`config.mk`:
```
export PLATFORM = sky130hd
export DESIGN_NAME = coin_acceptor_flat
export DESIGN_NICKNAME = d
export VERILOG_FILES = /design/src/rtl/coin_pkg.sv /design/src/rtl/coin_acceptor_if.sv /design/src/rtl/coin_fifo.sv /design/src/rtl/coin_acceptor.sv /design/src/flat_wrapper.sv
export SDC_FILE = /design/constraint.sdc
export NUM_CORES = 1
export LEC_CHECK = 0
export CORE_MARGIN = 10
export CORE_UTILIZATION = 52
export DETAILED_ROUTE_END_ITERATION = 6
export MAX_ROUTING_LAYER = met4
export PLACE_DENSITY = 0.75
export SYNTH_ARGS = -nofsm -noshare
export SYNTH_HDL_FRONTEND = slang
export SYNTH_HIERARCHICAL = 1
export SYNTH_SLANG_ARGS = --single-unit
export TNS_END_PERCENT = 50
```
`constraint.sdc`:
```
create_clock -name clk -period 5.5 [get_ports clk]
set_input_delay 0.825 -clock clk [delete_from_list [all_inputs] [get_ports clk]]
set_output_delay 0.825 -clock clk [all_outputs]
set_load 0.02 [all_outputs]
```
`src/rtl/coin_pkg.sv`:
```
`default_nettype none
// ============================================================================
//  Module      : coin_pkg
//  Description : Shared types and constants for the coin acceptor: coin code
//                enum, coin values, value decode function and FSM state type.
//  Revision    : 1.0  initial release
// ============================================================================
package coin_pkg;

  typedef enum logic [1:0] {
    COIN_1  = 2'b00,
    COIN_5  = 2'b01,
    COIN_10 = 2'b10,
    COIN_50 = 2'b11
  } coin_code_t;

  localparam logic [7:0] COIN_VAL_1  = 8'd1;
  localparam logic [7:0] COIN_VAL_5  = 8'd5;
  localparam logic [7:0] COIN_VAL_10 = 8'd10;
  localparam logic [7:0] COIN_VAL_50 = 8'd50;

  typedef enum logic [1:0] {
    IDLE    = 2'd0,
    PRESENT = 2'd1,
    GAP     = 2'd2
  } acc_state_t;

  function automatic logic [7:0] coin_value(input coin_code_t code);
    logic [7:0] val;
    val = COIN_VAL_1;
    case (code)
      COIN_1:  val = COIN_VAL_1;
      COIN_5:  val = COIN_VAL_5;
      COIN_10: val = COIN_VAL_10;
      COIN_50: val = COIN_VAL_50;
      default: val = COIN_VAL_1;
    endcase
    return val;
  endfunction

endpackage
`default_nettype wire

```
`src/rtl/coin_acceptor_if.sv`:
```
`default_nettype none
// ============================================================================
//  Module      : coin_acceptor_if
//  Description : Coin-side handshake plus controller-side money/credit bus.
//                master : coin source / controller side (drives coins, enables)
//                slave  : coin_acceptor
//  Signals     : coin_valid, coin_code[1:0], coin_ready, accept_en,
//                session_clear, input_money[7:0], coin_reject,
//                reject_value[7:0], credit[7:0], fifo_count,
//                audit_counts[63:0] (only with COIN_AUDIT_EN)
//  Macro       : COIN_AUDIT_EN
//  Revision    : 1.0  initial release
// ============================================================================
interface coin_acceptor_if #(
  parameter int FIFO_DEPTH = 4
);
  localparam int CNT_W = $clog2(FIFO_DEPTH + 1);

  logic             coin_valid;
  logic [1:0]       coin_code;
  logic             coin_ready;
  logic             accept_en;
  logic             session_clear;
  logic [7:0]       input_money;
  logic             coin_reject;
  logic [7:0]       reject_value;
  logic [7:0]       credit;
  logic [CNT_W-1:0] fifo_count;
`ifdef COIN_AUDIT_EN
  logic [63:0]      audit_counts;

  modport master (
    output coin_valid, coin_code, accept_en, session_clear,
    input  coin_ready, input_money, coin_reject, reject_value, credit,
           fifo_count, audit_counts
  );
  modport slave (
    input  coin_valid, coin_code, accept_en, session_clear,
    output coin_ready, input_money, coin_reject, reject_value, credit,
           fifo_count, audit_counts
  );
`else
  modport master (
    output coin_valid, coin_code, accept_en, session_clear,
    input  coin_ready, input_money, coin_reject, reject_value, credit,
           fifo_count
  );
  modport slave (
    input  coin_valid, coin_code, accept_en, session_clear,
    output coin_ready, input_money, coin_reject, reject_value, credit,
           fifo_count
  );
`endif

endinterface
`default_nettype wire

```
`src/rtl/coin_fifo.sv`:
```
`default_nettype none
// ============================================================================
//  Module      : coin_fifo
//  Description : DEPTH x WIDTH synchronous FIFO, first-word fall-through read
//                port (rdata_o shows the head entry whenever not empty).
//  Ports       : clk, reset (async, active-high), push_i, pop_i, wdata_i,
//                rdata_o, count_o, full_o, empty_o
//  Revision    : 1.0  initial release
// ============================================================================
module coin_fifo #(
  parameter int DEPTH = 4,
  parameter int WIDTH = 8
) (
  input  wire logic                         clk,
  input  wire logic                         reset,
  input  wire logic                         push_i,
  input  wire logic                         pop_i,
  input  wire logic [WIDTH-1:0]             wdata_i,
  output logic      [WIDTH-1:0]             rdata_o,
  output logic      [$clog2(DEPTH+1)-1:0]   count_o,
  output logic                              full_o,
  output logic                              empty_o
);
  localparam int AW = $clog2(DEPTH);
  localparam int CW = $clog2(DEPTH + 1);

  logic [WIDTH-1:0] mem_q [DEPTH];
  logic [AW-1:0]    wr_ptr_q;
  logic [AW-1:0]    rd_ptr_q;
  logic [CW-1:0]    count_q;
  logic             wr_en_w;
  logic             rd_en_w;

  assign full_o  = (count_q == CW'(DEPTH));
  assign empty_o = (count_q == '0);
  assign wr_en_w = push_i && !full_o;
  assign rd_en_w = pop_i && !empty_o;
  assign rdata_o = mem_q[rd_ptr_q];
  assign count_o = count_q;

  // Storage carries no reset; occupancy is tracked by the pointers/count.
  always_ff @(posedge clk) begin
    if (wr_en_w) begin
      mem_q[wr_ptr_q] <= wdata_i;
    end
  end

  // DEPTH is a power of two, so the pointers wrap on natural overflow.
  always_ff @(posedge clk or posedge reset) begin
    if (reset) begin
      wr_ptr_q <= '0;
      rd_ptr_q <= '0;
      count_q  <= '0;
    end else begin
      if (wr_en_w) wr_ptr_q <= wr_ptr_q + AW'(1);
      if (rd_en_w) rd_ptr_q <= rd_ptr_q + AW'(1);
      case ({wr_en_w, rd_en_w})
        2'b10:   count_q <= count_q + CW'(1);
        2'b01:   count_q <= count_q - CW'(1);
        default: count_q <= count_q;
      endcase
    end
  end

endmodule
`default_nettype wire

```
`src/rtl/coin_acceptor.sv`:
```
`default_nettype none
// ============================================================================
//  Module      : coin_acceptor
//  Description : Buffers coded coins from a valid/ready handshake, enforces a
//                session credit ceiling, and replays each queued coin to the
//                vending controller as a one-cycle input_money pulse followed
//                by at least two zero cycles (IDLE -> PRESENT -> GAP).
//  Ports       : clk, reset (async, active-high), bus (coin_acceptor_if.slave)
//  Macro       : COIN_AUDIT_EN - adds bus.audit_counts, four 16-bit saturating
//                per-code counters of accepted coins.
//  Revision    : 1.0  initial release
// ============================================================================
module coin_acceptor
  import coin_pkg::*;
#(
  parameter int         FIFO_DEPTH = 4,
  parameter logic [7:0] MAX_CREDIT = 8'd200
) (
  input wire logic       clk,
  input wire logic       reset,
  coin_acceptor_if.slave bus
);
  localparam int CNT_W = $clog2(FIFO_DEPTH + 1);

  logic [7:0]       coin_val_w;
  logic [8:0]       credit_sum_w;
  logic             over_w;
  logic             push_w;
  logic             enq_w;
  logic             rej_w;
  logic             pop_w;
  logic [7:0]       head_w;
  logic [CNT_W-1:0] count_w;
  logic             full_w;
  logic             empty_w;

  acc_state_t       state_q;
  logic [7:0]       money_q;
  logic [7:0]       credit_q,     credit_d;
  logic [7:0]       queued_sum_q, queued_sum_d;
  logic             reject_q;
  logic [7:0]       reject_val_q;

  assign coin_val_w   = coin_value(coin_code_t'(bus.coin_code));
  assign push_w       = bus.coin_valid && bus.coin_ready;
  // 9-bit sum so a ceiling near 255 cannot be defeated by wrap-around.
  assign credit_sum_w = {1'b0, credit_q} + {1'b0, coin_val_w};
  assign over_w       = credit_sum_w > {1'b0, MAX_CREDIT};
  assign enq_w        = push_w && !over_w;
  assign rej_w        = push_w && over_w;
  // Pop is taken at the edge that moves IDLE -> PRESENT.
  assign pop_w        = (state_q == IDLE) && !empty_w && bus.accept_en;

  // Ready reflects the pre-pop occupancy, so a full FIFO never takes a
  // coin even in the cycle it is being popped.
  assign bus.coin_ready   = !full_w;
  assign bus.input_money  = money_q;
  assign bus.coin_reject  = reject_q;
  assign bus.reject_value = reject_val_q;
  assign bus.credit       = credit_q;
  assign bus.fifo_count   = count_w;

  coin_fifo #(
    .DEPTH (FIFO_DEPTH),
    .WIDTH (8)
  ) u_fifo (
    .clk     (clk),
    .reset   (reset),
    .push_i  (enq_w),
    .pop_i   (pop_w),
    .wdata_i (coin_val_w),
    .rdata_o (head_w),
    .count_o (count_w),
    .full_o  (full_w),
    .empty_o (empty_w)
  );

  // queued_sum tracks value sitting in the FIFO; a session clear drops the
  // delivered part of credit and keeps what is still queued.
  always_comb begin
    queued_sum_d = queued_sum_q;
    credit_d     = credit_q;
    if (enq_w) begin
      queued_sum_d = queued_sum_d + coin_val_w;
      credit_d     = credit_d + coin_val_w;
    end
    if (pop_w) begin
      queued_sum_d = queued_sum_d - head_w;
    end
    if (bus.session_clear) begin
      credit_d = queued_sum_d;
    end
  end

  always_ff @(posedge clk or posedge reset) begin
    if (reset) begin
      credit_q     <= '0;
      queued_sum_q <= '0;
      reject_q     <= 1'b0;
      reject_val_q <= '0;
    end else begin
      credit_q     <= credit_d;
      queued_sum_q <= queued_sum_d;
      reject_q     <= rej_w;
      if (rej_w) begin
        reject_val_q <= coin_val_w;
      end
    end
  end

  // Delivery FSM with registered money output.
  always_ff @(posedge clk or posedge reset) begin
    if (reset) begin
      state_q <= IDLE;
      money_q <= '0;
    end else begin
      case (state_q)
        IDLE: begin
          money_q <= '0;
          if (pop_w) begin
            state_q <= PRESENT;
            money_q <= head_w;
          end
        end
        PRESENT: begin
          state_q <= GAP;
          money_q <= '0;
        end
        GAP: begin
          state_q <= IDLE;
          money_q <= '0;
        end
        default: begin
          state_q <= IDLE;
          money_q <= '0;
        end
      endcase
    end
  end

`ifdef COIN_AUDIT_EN
  for (genvar g = 0; g < 4; g++) begin : g_audit
    logic [15:0] cnt_q;
    always_ff @(posedge clk or posedge reset) begin
      if (reset) begin
        cnt_q <= '0;
      end else if (enq_w && (bus.coin_code == 2'(g)) && (cnt_q != 16'hFFFF)) begin
        cnt_q <= cnt_q + 16'd1;
      end
    end
    assign bus.audit_counts[16*g +: 16] = cnt_q;
  end
`endif

endmodule
`default_nettype wire

```
`src/flat_wrapper.sv`:
```
// flat-port wrapper written by rule: the top's interface ports become plain ports
module coin_acceptor_flat import coin_pkg::*;
#(
  parameter int         FIFO_DEPTH = 4,
  parameter logic [7:0] MAX_CREDIT = 8'd200
)
  (clk, reset, bus_coin_valid, bus_coin_code, bus_accept_en, bus_session_clear, bus_coin_ready, bus_input_money, bus_coin_reject, bus_reject_value, bus_credit, bus_fifo_count);
  coin_acceptor_if #(.FIFO_DEPTH(FIFO_DEPTH)) bus_i ();
  input wire logic clk;
  input wire logic reset;
  input wire logic [$bits(bus_i.coin_valid)-1:0] bus_coin_valid;
  input wire logic [$bits(bus_i.coin_code)-1:0] bus_coin_code;
  input wire logic [$bits(bus_i.accept_en)-1:0] bus_accept_en;
  input wire logic [$bits(bus_i.session_clear)-1:0] bus_session_clear;
  output wire logic [$bits(bus_i.coin_ready)-1:0] bus_coin_ready;
  output wire logic [$bits(bus_i.input_money)-1:0] bus_input_money;
  output wire logic [$bits(bus_i.coin_reject)-1:0] bus_coin_reject;
  output wire logic [$bits(bus_i.reject_value)-1:0] bus_reject_value;
  output wire logic [$bits(bus_i.credit)-1:0] bus_credit;
  output wire logic [$bits(bus_i.fifo_count)-1:0] bus_fifo_count;
  assign bus_i.coin_valid = bus_coin_valid;
  assign bus_i.coin_code = bus_coin_code;
  assign bus_i.accept_en = bus_accept_en;
  assign bus_i.session_clear = bus_session_clear;
  assign bus_coin_ready = bus_i.coin_ready;
  assign bus_input_money = bus_i.input_money;
  assign bus_coin_reject = bus_i.coin_reject;
  assign bus_reject_value = bus_i.reject_value;
  assign bus_credit = bus_i.credit;
  assign bus_fifo_count = bus_i.fifo_count;
  coin_acceptor #(.FIFO_DEPTH(FIFO_DEPTH), .MAX_CREDIT(MAX_CREDIT)) u_core (.clk(clk), .reset(reset), .bus(bus_i));
endmodule
```
==> impl_metrics.tcl <==
set metrics [dict create \
    synth_edf_count 32 \
    min_period_ps 5130 \
    htree_levels 3 \
    tns_ps 0 \
    drtPass1Iterations 4 \
    synth_ff_type "dfrtp_1" \
    gr-total-overflow 0 \
    drt_iter0_drc 179 \
    status "finished clean" \
    avgViaCountPerCell 5.74 \
    power_density_nw_per_um2 690 \
    cp.arrival_ps 5360 \
    final-hold-violation-count 0 \
    grt_pass1_wl_mm 15.8 \
    synth-compound-area-share_pct 15.2 \
    cts_buffers 9 \
    critPathMaxFanout 4 \
    num_vias 3159 \
    ys_seq_elements 71 \
    ir_worst_vdd_uv 451 \
    start_kind "primary input" \
    antenna_found_initial 0 \
    finalSetupViolCount 0 \
    io_pins 36 \
    synth_top_family_by_area "compound AO/OA/AOI/OAI gates" \
    insertion_delay_ps 340 \
    start_util_pct 53.7 \
    clk_path_buf_depth 2 \
    synth-simple-area-share_pct 13.1 \
    p_leak_nw 2.11 \
    core_um2 7730 \
    whs_ps 423 \
    synthArstFlopShare_pct 54.9 \
    synthXorXnorAreaFrac_pct 5.46 \
    cts-root-buf "clkbuf_8" \
    port_buffers 33 \
    synth_area_per_cell_um2 11.1 \
    synth_warnings 6 \
    cts_tree "done" \
    wl_per_cell_um 17.1 \
    max_cap_violations 0 \
    antenna_cells 0 \
    die-area_um2 12000 \
    syn_area_um2 4150 \
    ys_types 76 \
    clock-sinks 71 \
    routabilityCongestion 0.869 \
    fmax_mhz 195 \
    drcViolationCount 0 \
    seq_area_frac_synth_pct 46.7 \
    drive_gt1_share_pct 23.2 \
    worstHoldPathType "reg -> reg" \
    fin_skew_ps 8.03 \
    syn_to_final_growth_pct 21.7 \
    track_usage_pct 17.2 \
    yosys.area_share.adder_pct 6.06 \
    ctsHoldBuffers 0 \
    fillCellCount 604 \
    final_util_pct 65.3 \
    period_share_pct 93.3 \
    die_y_um 109 \
    ant_nets 0 \
    first_global_vias 3282 \
    rows 32 \
    nets 468 \
    dp_hpwl_mm 7.10 \
    muxShareOfSynthArea_pct 8.14 \
    max_slew_margin_pct 60.5 \
    totalWireLength_mm 9.41 \
    dieWidth_um 109 \
    clkTransAtPathRegs_ps 70 \
    cp.required_ps 5730 \
    endpoint_kind "flip-flop" \
    grt_max_degree 33 \
    rsz0062_at_grt "no" \
    power_w 0.00349 \
    worstSetupPathType "in -> reg" \
    tightest_slew_ps 592 \
    report.final.slew_viol_count 0 \
    netlist_instances 373 \
]
-- state kept, by name, summed over array words and instances (netlist names) --
name	flops
u_core/bus.coin_reject	1
u_core/bus.credit	8
u_core/bus.input_money	8
u_core/bus.reject_value	5
u_core/queued_sum_q	8
u_core/state_q	2
u_core/u_fifo/count_o	3
u_core/u_fifo/mem_q	32
u_core/u_fifo/rd_ptr_q	2
u_core/u_fifo/wr_ptr_q	2
-- final cells by class --
type	count	area, um^2	area share, %
Tap cell	102	128	2.53
Multi-Input combinational cell	261	2060	40.8
Timing Repair Buffer	73	637	12.6
Clock inverter	4	30.0	0.595
Inverter	27	101	2.01
Clock buffer	12	155	3.07
Sequential cell	71	1940	38.4
-- worst paths after layout --
kind	cells after the start	from	to	slack, ps
setup / recovery	20	bus_coin_code[0]	u_core/bus.credit[7]$_DFFE_PP0P_	370
hold / removal	1	u_core/state_q[1]$_DFFE_PP0P_	u_core/state_q[1]$_DFFE_PP0P_	420
setup reg to reg	20	u_core/bus.credit[0]$_DFFE_PP0P_	u_core/bus.credit[7]$_DFFE_PP0P_	700
hold reg to reg	1	u_core/state_q[1]$_DFFE_PP0P_	u_core/state_q[1]$_DFFE_PP0P_	420
max in group asynchronous	3	reset	u_core/bus.credit[3]$_DFFE_PP0P_	4300
min in group asynchronous	2	reset	u_core/u_fifo/wr_ptr_q[0]$_DFFE_PP0P_	740
-- cell usage after synthesis (5+ instances only) --
cell      instances  area, um^2
a21boi_0          6        45.0
a21oi_1          12        60.1
a31oi_1          10        62.6
clkbuf_1         13        48.8
dfrtp_1          39         976
edfxtp_1         32         961
ha_1             16         200
inv_1            26        97.6
mux2_2            9         101
mux4_2            8         180
nand2_1          19        71.3
nand3_1           5        25.0
nor2_1           18        67.6
nor2b_1           8        50.1
nor3_1           13        65.1
o211ai_1          5        37.5
o21ai_0          21         105
xnor2_1          11        96.3
xor2_1           13         114
-- cells by family after synthesis --
| kind of cell | count (synthesis) |
|---|---|
| compound gates | 89 |
| mux | 22 |
| other cells | 1 |
| simple gates | 96 |
| fa+ha+maj | 19 |
| buf+inv | 50 |
| flops | 71 |
| xor+xnor | 25 |
-- where the power goes --
group / leakage [nW] / total, W / switching [W] / internal [W]
combinational: 1.24 / 0.00213 / 0.00107 / 0.00106
clock: 0.0926 / 0.000383 / 0.000193 / 0.000189
sequential: 0.774 / 0.000972 / 0.000215 / 0.000757
-- stage by stage --
stage | setup WS, ps | area (um^2) | instances
6_report | 369 | 5050 | 550
5_1_grt | 126 | 5050 | 550
4_1_cts | 44.3 | 5010 | 549
3_5_place_dp | -383 | 4820 | 533
3_3_place_gp | -299 | 4820 | 533
2_1_floorplan | 27.5 | 4190 | 382
-- cells in the final DEF, fill, tap and decap left out, types with 13 or more instances in the layout --
cell / netlist / final
buf_4: 3 / 39
clkdlybuf4s50_1: 0 / 32
dfrtp_1: 39 / 39
edfxtp_1: 32 / 32
ha_1: 16 / 14
inv_1: 26 / 26
nand2_1: 19 / 19
nor2_1: 18 / 17
nor3_1: 13 / 13
o21ai_0: 21 / 19
xor2_1: 13 / 13
-- metal layers --
| metal | part of all wire [%] | global-route usage, % | up-vias |
|---|---|---|---|
| met3 | 4.6 | 3.28 | 24 |
| met4 | 2.3 | 7.06 | 0 |
| met2 | 50 | 27.6 | 89 |
| li1 | - | - | 1495 |
| met5 | 0 | - | - |
| met1 | 44 | 21.1 | 1551 |
-- timing repair --
| item | in CTS | in global routing |
|---|---|---|
| setup buffers | 0 | 1 |
| pin swaps | 0 | 7 |
| gates resized for setup | 2 | 11 |
| endpoints found under the setup margin | 1 | 4 |
| hold endpoints to repair | 0 | 0 |
-- critical path, cell delays in order --
cell,delay [ps]
clkdlybuf4s50_1,470
mux2_2,300
a211o_1,290
maj3_2,330
a31oi_4,220
a31oi_2,130
a31o_2,240
nand2_1,70
inv_1,60
mux2_2,280
ha_1,260
nor2b_1,120
o21ai_1,210
a21boi_2,90
o21a_1,210
o41ai_2,330
mux2_2,380
a31oi_2,150
xor2_1,100
mux2_2,270
No activity file was read; power rests on OpenSTA's default activity.
